===== config.mk =====
export PLATFORM = sky130hd
export DESIGN_NAME = symbol_reorder
export DESIGN_NICKNAME = d
export VERILOG_FILES = /design/src/rtl/reorder_pkg.sv /design/src/rtl/reorder_sym_buf.sv /design/src/rtl/symbol_reorder.sv
export SDC_FILE = /design/constraint.sdc
export NUM_CORES = 1
export LEC_CHECK = 0
export ABC_AREA = 1
export ABC_CLOCK_PERIOD_IN_PS = 2200
export BUFFER_PORTS_ARGS = -buffer_cell sky130_fd_sc_hd__buf_2
export CELL_PAD_IN_SITES_DETAIL_PLACEMENT = 1
export CELL_PAD_IN_SITES_GLOBAL_PLACEMENT = 1
export CORE_MARGIN = 4
export CORE_UTILIZATION = 43
export CTS_CLUSTER_DIAMETER = 40
export CTS_CLUSTER_SIZE = 28
export DETAILED_ROUTE_END_ITERATION = 10
export PLACE_DENSITY = 0.9
export SYNTH_ARGS = -nofsm -noshare
export SYNTH_HDL_FRONTEND = slang
export SYNTH_SLANG_ARGS = --single-unit

===== constraint.sdc =====
create_clock -name clk -period 2.2 [get_ports clk]
set_clock_uncertainty 0.1 [all_clocks]
set_input_delay 0 -clock clk [delete_from_list [all_inputs] [get_ports clk]]
set_output_delay 0 -clock clk [all_outputs]
set_load 0.03 [all_outputs]

===== src/rtl/reorder_pkg.sv =====
// Shared types and constants for the symbol reorder block.
// The optional error counter is enabled by defining REORDER_ERR_CNT_EN.
package reorder_pkg;

  typedef enum logic [1:0] {
    MODE_PASS      = 2'd0,
    MODE_CHUNK_REV = 2'd1,
    MODE_BIT_REV   = 2'd2,
    MODE_RSVD      = 2'd3
  } mode_e;

  // Width of the saturating truncation-error counter.
  localparam int ERR_CNT_W = 16;

  // The reserved mode behaves as pass-through, so fold it away at latch time.
  function automatic mode_e effective_mode(input logic [1:0] raw);
    mode_e m;
    m = mode_e'(raw);
    return (m == MODE_RSVD) ? MODE_PASS : m;
  endfunction

endpackage


===== src/rtl/reorder_sym_buf.sv =====
// One ping-pong symbol buffer: beats are written by index, and beats are
// read back by index after the selected permutation. The read sees the beat
// being written in the same cycle, so the first output beat can be produced
// while the last input beat is still arriving.
module reorder_sym_buf
  import reorder_pkg::*;
#(
  parameter int CHUNK_W = 2,
  parameter int SYM_W   = 8,
  parameter int IDX_W   = $clog2(SYM_W / CHUNK_W)
) (
  input  logic               clk,
  input  logic               rst,
  input  logic               we,
  input  logic [IDX_W-1:0]   widx,
  input  logic [CHUNK_W-1:0] wdata,
  input  mode_e              rmode,
  input  logic [IDX_W-1:0]   ridx,
  output logic [CHUNK_W-1:0] rdata
);

  localparam int N = SYM_W / CHUNK_W;

  logic [SYM_W-1:0] sym;
  logic [SYM_W-1:0] sym_next;
  logic [SYM_W-1:0] sym_rev;

  // Merge the incoming beat into the stored symbol.
  always_comb begin
    // NOTE: default every always_comb output first so no path leaves it unassigned and infers a latch.
    sym_next = sym;
    if (we) begin
      sym_next[int'(widx)*CHUNK_W +: CHUNK_W] = wdata;
    end
  end

  // Hold the symbol; it is a small flop bank, so it is cleared on reset.
  always_ff @(posedge clk) begin
    // NOTE: a flop-based buffer can take a reset; a RAM-based one could not, and would need valid tracking instead.
    if (!rst) begin
      sym <= '0;
    end else begin
      // NOTE: sequential state uses non-blocking assignments so every flop samples pre-edge values.
      sym <= sym_next;
    end
  end

  // Select the requested output beat through the active permutation.
  always_comb begin
    sym_rev = '0;
    for (int i = 0; i < SYM_W; i++) begin
      sym_rev[i] = sym_next[SYM_W-1-i];
    end
    rdata = '0;
    case (rmode)
      MODE_CHUNK_REV: rdata = sym_next[(N-1-int'(ridx))*CHUNK_W +: CHUNK_W];
      MODE_BIT_REV:   rdata = sym_rev[int'(ridx)*CHUNK_W +: CHUNK_W];
      default:        rdata = sym_next[int'(ridx)*CHUNK_W +: CHUNK_W];
    endcase
  end

endmodule


===== src/rtl/symbol_reorder.sv =====
// Symbol reorder: gathers CHUNK_W-bit beats into SYM_W-bit symbols in two
// ping-pong buffers and re-emits each symbol passed through, chunk-reversed
// or bit-reversed. Define REORDER_ERR_CNT_EN to add the err_cnt output.
module symbol_reorder
  import reorder_pkg::*;
#(
  parameter int CHUNK_W = 2,
  parameter int SYM_W   = 8
) (
  input  logic               clk,
  input  logic               rst,
  input  logic               axiiv,
  input  logic [CHUNK_W-1:0] axiid,
  input  logic [1:0]         mode,
  output logic               axiov,
  output logic [CHUNK_W-1:0] axiod,
  output logic               frame_err
`ifdef REORDER_ERR_CNT_EN
  ,
  output logic [ERR_CNT_W-1:0] err_cnt
`endif
);

  localparam int N     = SYM_W / CHUNK_W;
  localparam int IDX_W = $clog2(N);
  localparam logic [IDX_W-1:0] LAST_IDX = IDX_W'(N - 1);

  logic               axiiv_q;
  mode_e              mode_q;
  logic [IDX_W-1:0]   beat_cnt;
  logic               wr_sel;

  logic               draining;
  logic [IDX_W-1:0]   drain_cnt;
  logic               rd_sel;
  mode_e              drain_mode;

  logic               first_beat;
  logic               complete;
  mode_e              cur_mode;
  logic [IDX_W-1:0]   rd_idx;
  mode_e              rd_mode;
  logic               src_sel;
  logic [CHUNK_W-1:0] rdata0;
  logic [CHUNK_W-1:0] rdata1;
  logic [CHUNK_W-1:0] beat_out;

  assign first_beat = axiiv && !axiiv_q;
  assign cur_mode   = first_beat ? effective_mode(mode) : mode_q;
  assign complete   = axiiv && (beat_cnt == LAST_IDX);

  // A completing symbol emits its beat 0 from the write buffer; otherwise
  // the in-flight drain reads the other buffer. The two never overlap.
  assign rd_idx   = complete ? '0 : drain_cnt;
  assign rd_mode  = complete ? cur_mode : drain_mode;
  assign src_sel  = complete ? wr_sel : rd_sel;
  assign beat_out = src_sel ? rdata1 : rdata0;

  reorder_sym_buf #(.CHUNK_W(CHUNK_W), .SYM_W(SYM_W), .IDX_W(IDX_W)) u_buf0 (
    .clk   (clk),
    .rst   (rst),
    .we    (axiiv && !wr_sel),
    .widx  (beat_cnt),
    .wdata (axiid),
    .rmode (rd_mode),
    .ridx  (rd_idx),
    .rdata (rdata0)
  );

  reorder_sym_buf #(.CHUNK_W(CHUNK_W), .SYM_W(SYM_W), .IDX_W(IDX_W)) u_buf1 (
    .clk   (clk),
    .rst   (rst),
    .we    (axiiv && wr_sel),
    .widx  (beat_cnt),
    .wdata (axiid),
    .rmode (rd_mode),
    .ridx  (rd_idx),
    .rdata (rdata1)
  );

  // Input side: latch the frame mode, count beats, swap buffers, flag truncation.
  always_ff @(posedge clk) begin
    if (!rst) begin
      axiiv_q   <= 1'b0;
      mode_q    <= MODE_PASS;
      beat_cnt  <= '0;
      wr_sel    <= 1'b0;
      frame_err <= 1'b0;
    end else begin
      axiiv_q   <= axiiv;
      frame_err <= 1'b0;
      if (first_beat) begin
        mode_q <= effective_mode(mode);
      end
      if (axiiv) begin
        if (complete) begin
          beat_cnt <= '0;
          wr_sel   <= ~wr_sel;
        end else begin
          beat_cnt <= beat_cnt + 1'b1;
        end
      end else if (beat_cnt != '0) begin
        // The frame ended mid-symbol: drop the partial beats.
        beat_cnt  <= '0;
        frame_err <= 1'b1;
      end
    end
  end

  // Output side: drain a completed symbol over N consecutive cycles.
  always_ff @(posedge clk) begin
    if (!rst) begin
      axiov      <= 1'b0;
      axiod      <= '0;
      draining   <= 1'b0;
      drain_cnt  <= '0;
      rd_sel     <= 1'b0;
      drain_mode <= MODE_PASS;
    end else if (complete) begin
      axiov      <= 1'b1;
      axiod      <= beat_out;
      draining   <= 1'b1;
      drain_cnt  <= IDX_W'(1);
      rd_sel     <= wr_sel;
      drain_mode <= cur_mode;
    end else if (draining) begin
      axiov <= 1'b1;
      axiod <= beat_out;
      if (drain_cnt == LAST_IDX) begin
        draining  <= 1'b0;
        drain_cnt <= '0;
      end else begin
        drain_cnt <= drain_cnt + 1'b1;
      end
    end else begin
      axiov <= 1'b0;
    end
  end

`ifdef REORDER_ERR_CNT_EN
  // Saturating count of truncation errors.
  always_ff @(posedge clk) begin
    if (!rst) begin
      err_cnt <= '0;
    end else if (frame_err && (err_cnt != '1)) begin
      err_cnt <= err_cnt + 1'b1;
    end
  end
`endif

endmodule


=== Word-level counts from Yosys, hierarchy flattened ===
Index checks and enable logic that the tools add are counted.

* Output and inout bits: 4
* Bits of input ports: 7
* Logic and storage cells: 71
* Register bits: 32

* Eq/ne operators: 5
* Add/sub/neg operators: 4
* Bitwise operators: 2
* Muxes and demuxes: 26
* Reductions and logical operators: 12
* Shift operators: 8

{| class="wikitable"
|+ Operators with widths
! operator !! number
|-
| $shiftx A8 B32 Y2 || 2
|-
| $neg A3 Y33 || 1
|-
| $shift A2 B33 Y8 const A || 1
|-
| $shiftx A2 B33 Y8 || 1
|-
| $shiftx A8 B4 Y2 || 4
|-
| $mux W2 || 11
|-
| $bwmux W8 || 2
|-
| $mux W8 || 2
|-
| $mux W1 || 9
|-
| $eq A2 B2 Y1 const B || 4
|-
| $pmux W2 S2 || 2
|-
| $reduce_bool A2 Y1 || 3
|-
| $add A2 B1 Y2 const B || 2
|-
| $logic_and A1 B1 Y1 || 4
|-
| $reduce_or A2 Y1 || 2
|-
| $sub A2 B2 Y3 const A || 1
|-
| $eq A2 B1 Y1 const B || 1
|-
| $logic_not A1 Y1 || 2
|-
| $not A1 Y1 || 2
|-
| $reduce_and A2 Y1 || 1
|}

=== Logic depth before layout (Yosys ltp) ===
* Depth after elaboration: 9
* Mapped depth: 15
* Gate-level depth less buffers: 14

=== Cells and area by module ===
A second synthesis with hierarchy kept.

* Cell total of the unflattened synthesis: 347
* Area total of the unflattened synthesis: 2098.3 µm²

{| class="wikitable"
|+ By module, submodules not included
! module !! times used !! cells each !! area each (µm²) !! sequential area each (µm²)
|-
| symbol_reorder || 1 || 98 || 734.5 || 320.3
|-
| reorder_sym_buf at u_buf1 || 1 || 122 || 683.2 || 160.2
|-
| reorder_sym_buf at u_buf0 || 1 || 127 || 680.7 || 160.2
|}

=== Least setup slack after synthesis ===
Ideal clock, no wire load.

* Path type: flip-flop to flip-flop
* Start: reg beat_cnt[0]
* End: reg axiod[0]
* Required time: 2.034 ns
* Path buffers: 1
* Setup time: 0.066 ns
* Stages on the path, launching flop included: 13
* Clock period less this slack: 1.931 ns
* Arrival: 1.765 ns
* Slack: 0.269 ns
* Path through: dfxtp_1 inv_1 ha_1 buf_2 inv_1 nand3_1 o21ai_0 nand3_1 nand3_1 nand3_1 o21bai_2 nand2_1 a21oi_2

* Word-level cells in the longest chain between the ends: 9
* Elaborated cells between the ends (all ways): 27
* Those cells by class: add/sub: 2; eq/ne: 3; shift: 8; mux: 12; reduce/logical: 2

{| class="wikitable"
|+ RTL lines
! element !! RTL line !! RTL
|-
| start, declared || symbol_reorder.sv:30 || <nowiki>logic [IDX_W-1:0] beat_cnt;</nowiki>
|-
| start signal, assigned || symbol_reorder.sv:100 || <nowiki>beat_cnt <= beat_cnt + 1'b1;</nowiki>
|-
| $neg A3 Y33 or $eq A2 B2 Y1 (tied branches) || reorder_sym_buf.sv:33, symbol_reorder.sv:50 ||
|-
| $shiftx A2 B33 Y8, or another cell as far along || reorder_sym_buf.sv:33 || <nowiki>sym_next[int'(widx)*CHUNK_W +: CHUNK_W] = wdata;</nowiki>
|-
| $bwmux W8 or $mux W2 (tied branches) || reorder_sym_buf.sv:33, symbol_reorder.sv:54 ||
|-
| $mux W8 or $sub A2 B2 Y3 (tied branches) || reorder_sym_buf.sv:32, reorder_sym_buf.sv:56 ||
|-
| $shiftx A8 B4 Y2, or another cell as far along || reorder_sym_buf.sv:58 || <nowiki>default: rdata = sym_next[int'(ridx)*CHUNK_W +: CHUNK_W];</nowiki>
|-
| $pmux W2 S2 || reorder_sym_buf.sv:55 || <nowiki>case (rmode)</nowiki>
|-
| $mux W2 || symbol_reorder.sv:57 || <nowiki>assign beat_out = src_sel ? rdata1 : rdata0;</nowiki>
|-
| $mux W2 || symbol_reorder.sv:126 || <nowiki>end else if (draining) begin</nowiki>
|-
| $mux W2 || symbol_reorder.sv:119 || <nowiki>end else if (complete) begin</nowiki>
|-
| end signal, assigned || symbol_reorder.sv:121 || <nowiki>axiod <= beat_out;</nowiki>
|-
| end signal, assigned || symbol_reorder.sv:128 || <nowiki>axiod <= beat_out;</nowiki>
|-
| end, declared || symbol_reorder.sv:16 || <nowiki>output logic [CHUNK_W-1:0] axiod,</nowiki>
|}

Parallel ways exist; a longest one is shown, timed or not. The select of a mux whose other input is x is not followed.
A chain may end at the register's enable or synchronous reset.

=== Worst setup path in the final report ===
* Start: reg beat_cnt[0]
* End: reg axiod[1]

Same word-level chain as after synthesis.

==> results.txt <==
The run finished with clean final reports. Leaving out fill and tap cells, the most frequent cells in the layout are nand2_1, nand3_1, nor2_1, inv_1, dfxtp_1. Per report_power, the combinational group accounts for 13.8% of the total.

TritonCTS built the clock tree. After synthesis, the share of cell area in mux cells is 0%. After clock tree synthesis, the clock-pin slew on the worst setup and hold paths is 0.07 ns. In this run the core area contains 24 standard-cell rows.

The H-tree generated during clock tree synthesis spans 2 levels. Counting every instance in the synthesized netlist gives 323. After Yosys synthesis, and, or, nand and nor cells account for 46.0% of the synthesized area. Of the post-synthesis cell area, the dominant cell type holds 31.3%. In this run the cell area of the synthesized design comes to 2040 sq um.

The die covers 5920 sq um. In this run the register-to-register setup slack is 0.15 ns. The congestion estimate from routability-driven global placement came to 0.889. The path type of the worst min-delay path was primary input to flip-flop. The final count of hold timing violations is 0, and the final instance area is 2310 sq um.

The worst hold path begins at mode[0]. The chip width is 77.0 um, and the count of buffers from port buffering is 10. For this run, the register share of the synthesized area comes to 31.3%. The cell at the root of the clock tree was clkbuf_8.

For the combined global-route utilization of all metal layers, the log shows 23.3%. Counting stages on the worst path, the most repeated cell is nand2_1. The library cell used most frequently in the layout, excluding fill and tap cells, is nand2_1. The tools report the vias after detailed routing as 2168. Xor and xnor area share after synthesis: 0%. The static power due to leakage was 1.12 nW; the share of synthesized cell area in full adder, half adder and majority cells was 3.67%. The type of element launching the critical path was a flip-flop. Growth of design area from synthesis to finish: 13.2%. For the clock group share of total power, the log shows 42.6%. Entering global routing, the biggest net connects 29 pins. The count of clock tree sinks was 32.

The tools report the worst hold path endpoint as mode_q[0]. Once detail routing completed, the nets flagged for antenna violations numbered 0. The core region is 4470 sq um. The die is 77.0 um tall. For the cell-internal power, the log shows 0.987 mW. The first routing iteration left 134 violations.

After layout, the minimum clock period comes to 2.05 ns. Of the available clock period, the critical path in the final layout requires 93.2%. The signal on the critical path passes through ha_1 -> nand2_4 -> inv_2 -> or2_1 -> nand2_2 -> nor2_2 -> inv_2 -> nand2_1 -> inv_1 -> nand2_1 -> nand4_1 -> nand3_1 -> nand2_1.

The number of nets handed over by synthesis was 336. Setup violations remaining at the end of the flow were counted as 0. Derived from the worst setup path, the maximum achievable clock frequency is 487 MHz. By area, the combinational part of the netlist is dominated by simple AND/OR/NAND/NOR gates.

The setup path with the least slack is of type flip-flop to flip-flop. The worst register-to-register path has a depth of 13. The wire length of the first global-routing pass is 11.0 mm, and the post-synthesis register bit count is 32. The Yosys step of the flow raised 0 warnings.

Once detailed placement completed, the half-perimeter wirelength came to 4.59 mm. By area the synthesized netlist is led by dfxtp_1, nand2_1, nand3_1. The final-report max-slew violation count is 0, and the largest vdd supply drop is 0.391 mV.

The top fanout value on the critical path was 11. The placed instance area was 2140 sq um. For this design, the slowest cell found on the critical path is dfxtp_2. After detailed routing, the number of remaining DRC violations is 0.

A synthesized cell averages 6.33 sq um. Cell class contributing the biggest share of worst-path delay: simple AND/OR/NAND/NOR gates. The worst register-to-register path ends at axiod[1]. The tools report the post-layout worst setup margin as 0.149 ns. The number of buffers and inverters on the critical path was 3; the final hold slack was 0.0395 ns. Counting distinct cell types in the post-synthesis netlist gives 33. The source of the worst register-to-register timing path was beat_cnt[0]. Worst hold path stage count: 5.

The synthesized design spends more area on one cell type than any other, namely dfxtp_1. The run gives 0 as the count of maximum capacitance violations. For the pin with the worst max-slew slack, the measured transition is 0.532 ns. Power spread over the standard cell area amounts to 592 nW/um^2. The final wirelength was 6.49 mm; the initial standard-cell utilization of the core was 45.7%. The share of total power dissipated in sequential elements is 43.6%. For this run the aggregate overflow at the end of global routing stands at 0. The top-level I/O count was 11. Number of antenna violations at the first check in global routing: 0. The synthesized netlist devotes 8.14% of its cell area to compound gates. Share of layout cells above drive strength 1: 20.2%. Timing analysis after detailed placement gives a worst setup slack of -0.0470 ns. After detailed routing, the average wire length per cell comes to 16.5 um. The completed layout was analyzed and its total power is 1.37 mW. STA puts the critical path data required time at 2.29 ns. The number of global-route vias before repair was 2246.

Counting the buffers created by CTS gives 5. The data arrival time at the worst-slack endpoint came out at 2.15 ns. STA classifies the critical path endpoint as a flip-flop. The repair_antennas step left the layout with diodes totalling 0. In the routed layout, each cell is associated on average with a via count of 5.52. The switching power total is 0.383 mW, and the total number of nets in the final design is 353. The largest single stage delay on the critical path is 0.37 ns. The number of buffers inserted to repair setup after CTS is 0. In this run switching power makes up 28.0% of total power. The headroom to the max-slew limit is 64.5%, and the latest clock arrival within the worst-skew pair is 0.29 ns. The buffer depth of the longest clock path is 2, and the detailed-router iteration count before antenna repair is 4.
sequential cells by signal, indices dropped and copies added, names as in the netlist:
| signal | cells |
|---|---|
| frame_err | 1 |
| axiov | 1 |
| wr_sel | 1 |
| drain_cnt | 2 |
| draining | 1 |
| mode_q | 2 |
| u_buf1.sym | 8 |
| axiod | 2 |
| beat_cnt | 2 |
| u_buf0.sym | 8 |
| rd_sel | 1 |
| axiiv_q | 1 |
| drain_mode | 2 |
layout make-up:
class,count,area [sq um]
Clock inverter,2,35.0
Clock buffer,6,72.6
Sequential cell,32,646
Timing Repair Buffer,17,110
Multi-Input combinational cell,237,1210
Tap cell,52,65.1
Fill cell,621,2160
Inverter,47,176
power by group through the flow:
stage,clock network [mW],logic (mW),registers [mW]
2_1_floorplan,0,0.118,0.613
3_3_place_gp,0,0.160,0.610
3_5_place_dp,0,0.166,0.611
4_1_cts,0.589,0.180,0.598
5_1_grt,0.608,0.210,0.599
6_report,0.584,0.189,0.598
worst max path at each step:
stage | to | start | slack, ns | depth (start not counted)
after floorplan | axiod[0] | beat_cnt[0] | 0.27 | 12
after global placement | axiod[0] | beat_cnt[0] | 0.07 | 12
after detailed placement | axiod[0] | beat_cnt[0] | -0.05 | 11
after CTS | axiod[0] | beat_cnt[0] | 0.01 | 11
after global routing | axiod[0] | beat_cnt[1] | -0.01 | 11
final | axiod[1] | beat_cnt[0] | 0.15 | 13
Yosys cell counts:
library cell and count:
buf_6 2, a21boi_2 1, or2_4 1, nor2_4 2, nor3_1 1, nand2_4 3, nand3_2 3, o31ai_1 1
nand2_1 89, nor2_2 4, inv_2 11, clkinv_1 1, o21a_1 1, ha_1 6, a21oi_2 2, or2_1 1
o21ai_1 5, buf_2 3, a21oi_1 10, a221oi_1 1, buf_1 2, or2_0 1, nor2_1 35, inv_1 35
o21bai_2 1, and2_1 2, nand4_1 2, nand3_1 50, or2_2 1, dfxtp_1 32, nand2_2 9, o21ai_0 4
a211oi_1 1
logic make-up after synthesis:
kind of cell / Yosys count
AOI/OAI and AO/OA: 27
adders and majority gates: 6
buffers and inverters: 54
DFF: 32
and+or+nand+nor: 204
routing by layer:
| metal | track usage [%] | part of all wire [%] | vias up |
|---|---|---|---|
| met4 | 8.88 | 2.5 | 0 |
| met5 | 0 | 0 | - |
| met2 | 38.9 | 48 | 43 |
| li1 | - | - | 1050 |
| met3 | 4.68 | 3.1 | 12 |
| met1 | 29.4 | 47 | 1063 |
stage by stage:
| step | cells | utilization [%] | setup TNS, ns |
|---|---|---|---|
| 2_1_floorplan | 323 | - | 0 |
| 3_3_place_gp | 382 | 47.9 | 0 |
| 6_report | 393 | 51.7 | 0 |
| 5_1_grt | 393 | 51.7 | -0.0112 |
| 4_1_cts | 393 | 51.3 | 0 |
| 3_5_place_dp | 382 | 47.9 | -0.0470 |
worst register-to-register path: cells and delay by family, from the launching register on:
kind / cells / cell delay (ns)
adder cells (fa/ha/maj): 1 / 0.27
AND/OR/NAND/NOR: 9 / 0.88
flip-flops: 1 / 0.37
buffers and inverters: 3 / 0.34
repair_timing:
item | 4_1_cts | 5_1_grt
resized for setup | 2 | 11
pin swaps | 0 | 2
hold buffers | 3 | 0
hold endpoints to repair | 5 | 0
setup endpoints to repair | 1 | 2
(Power assumes the default switching activity.)
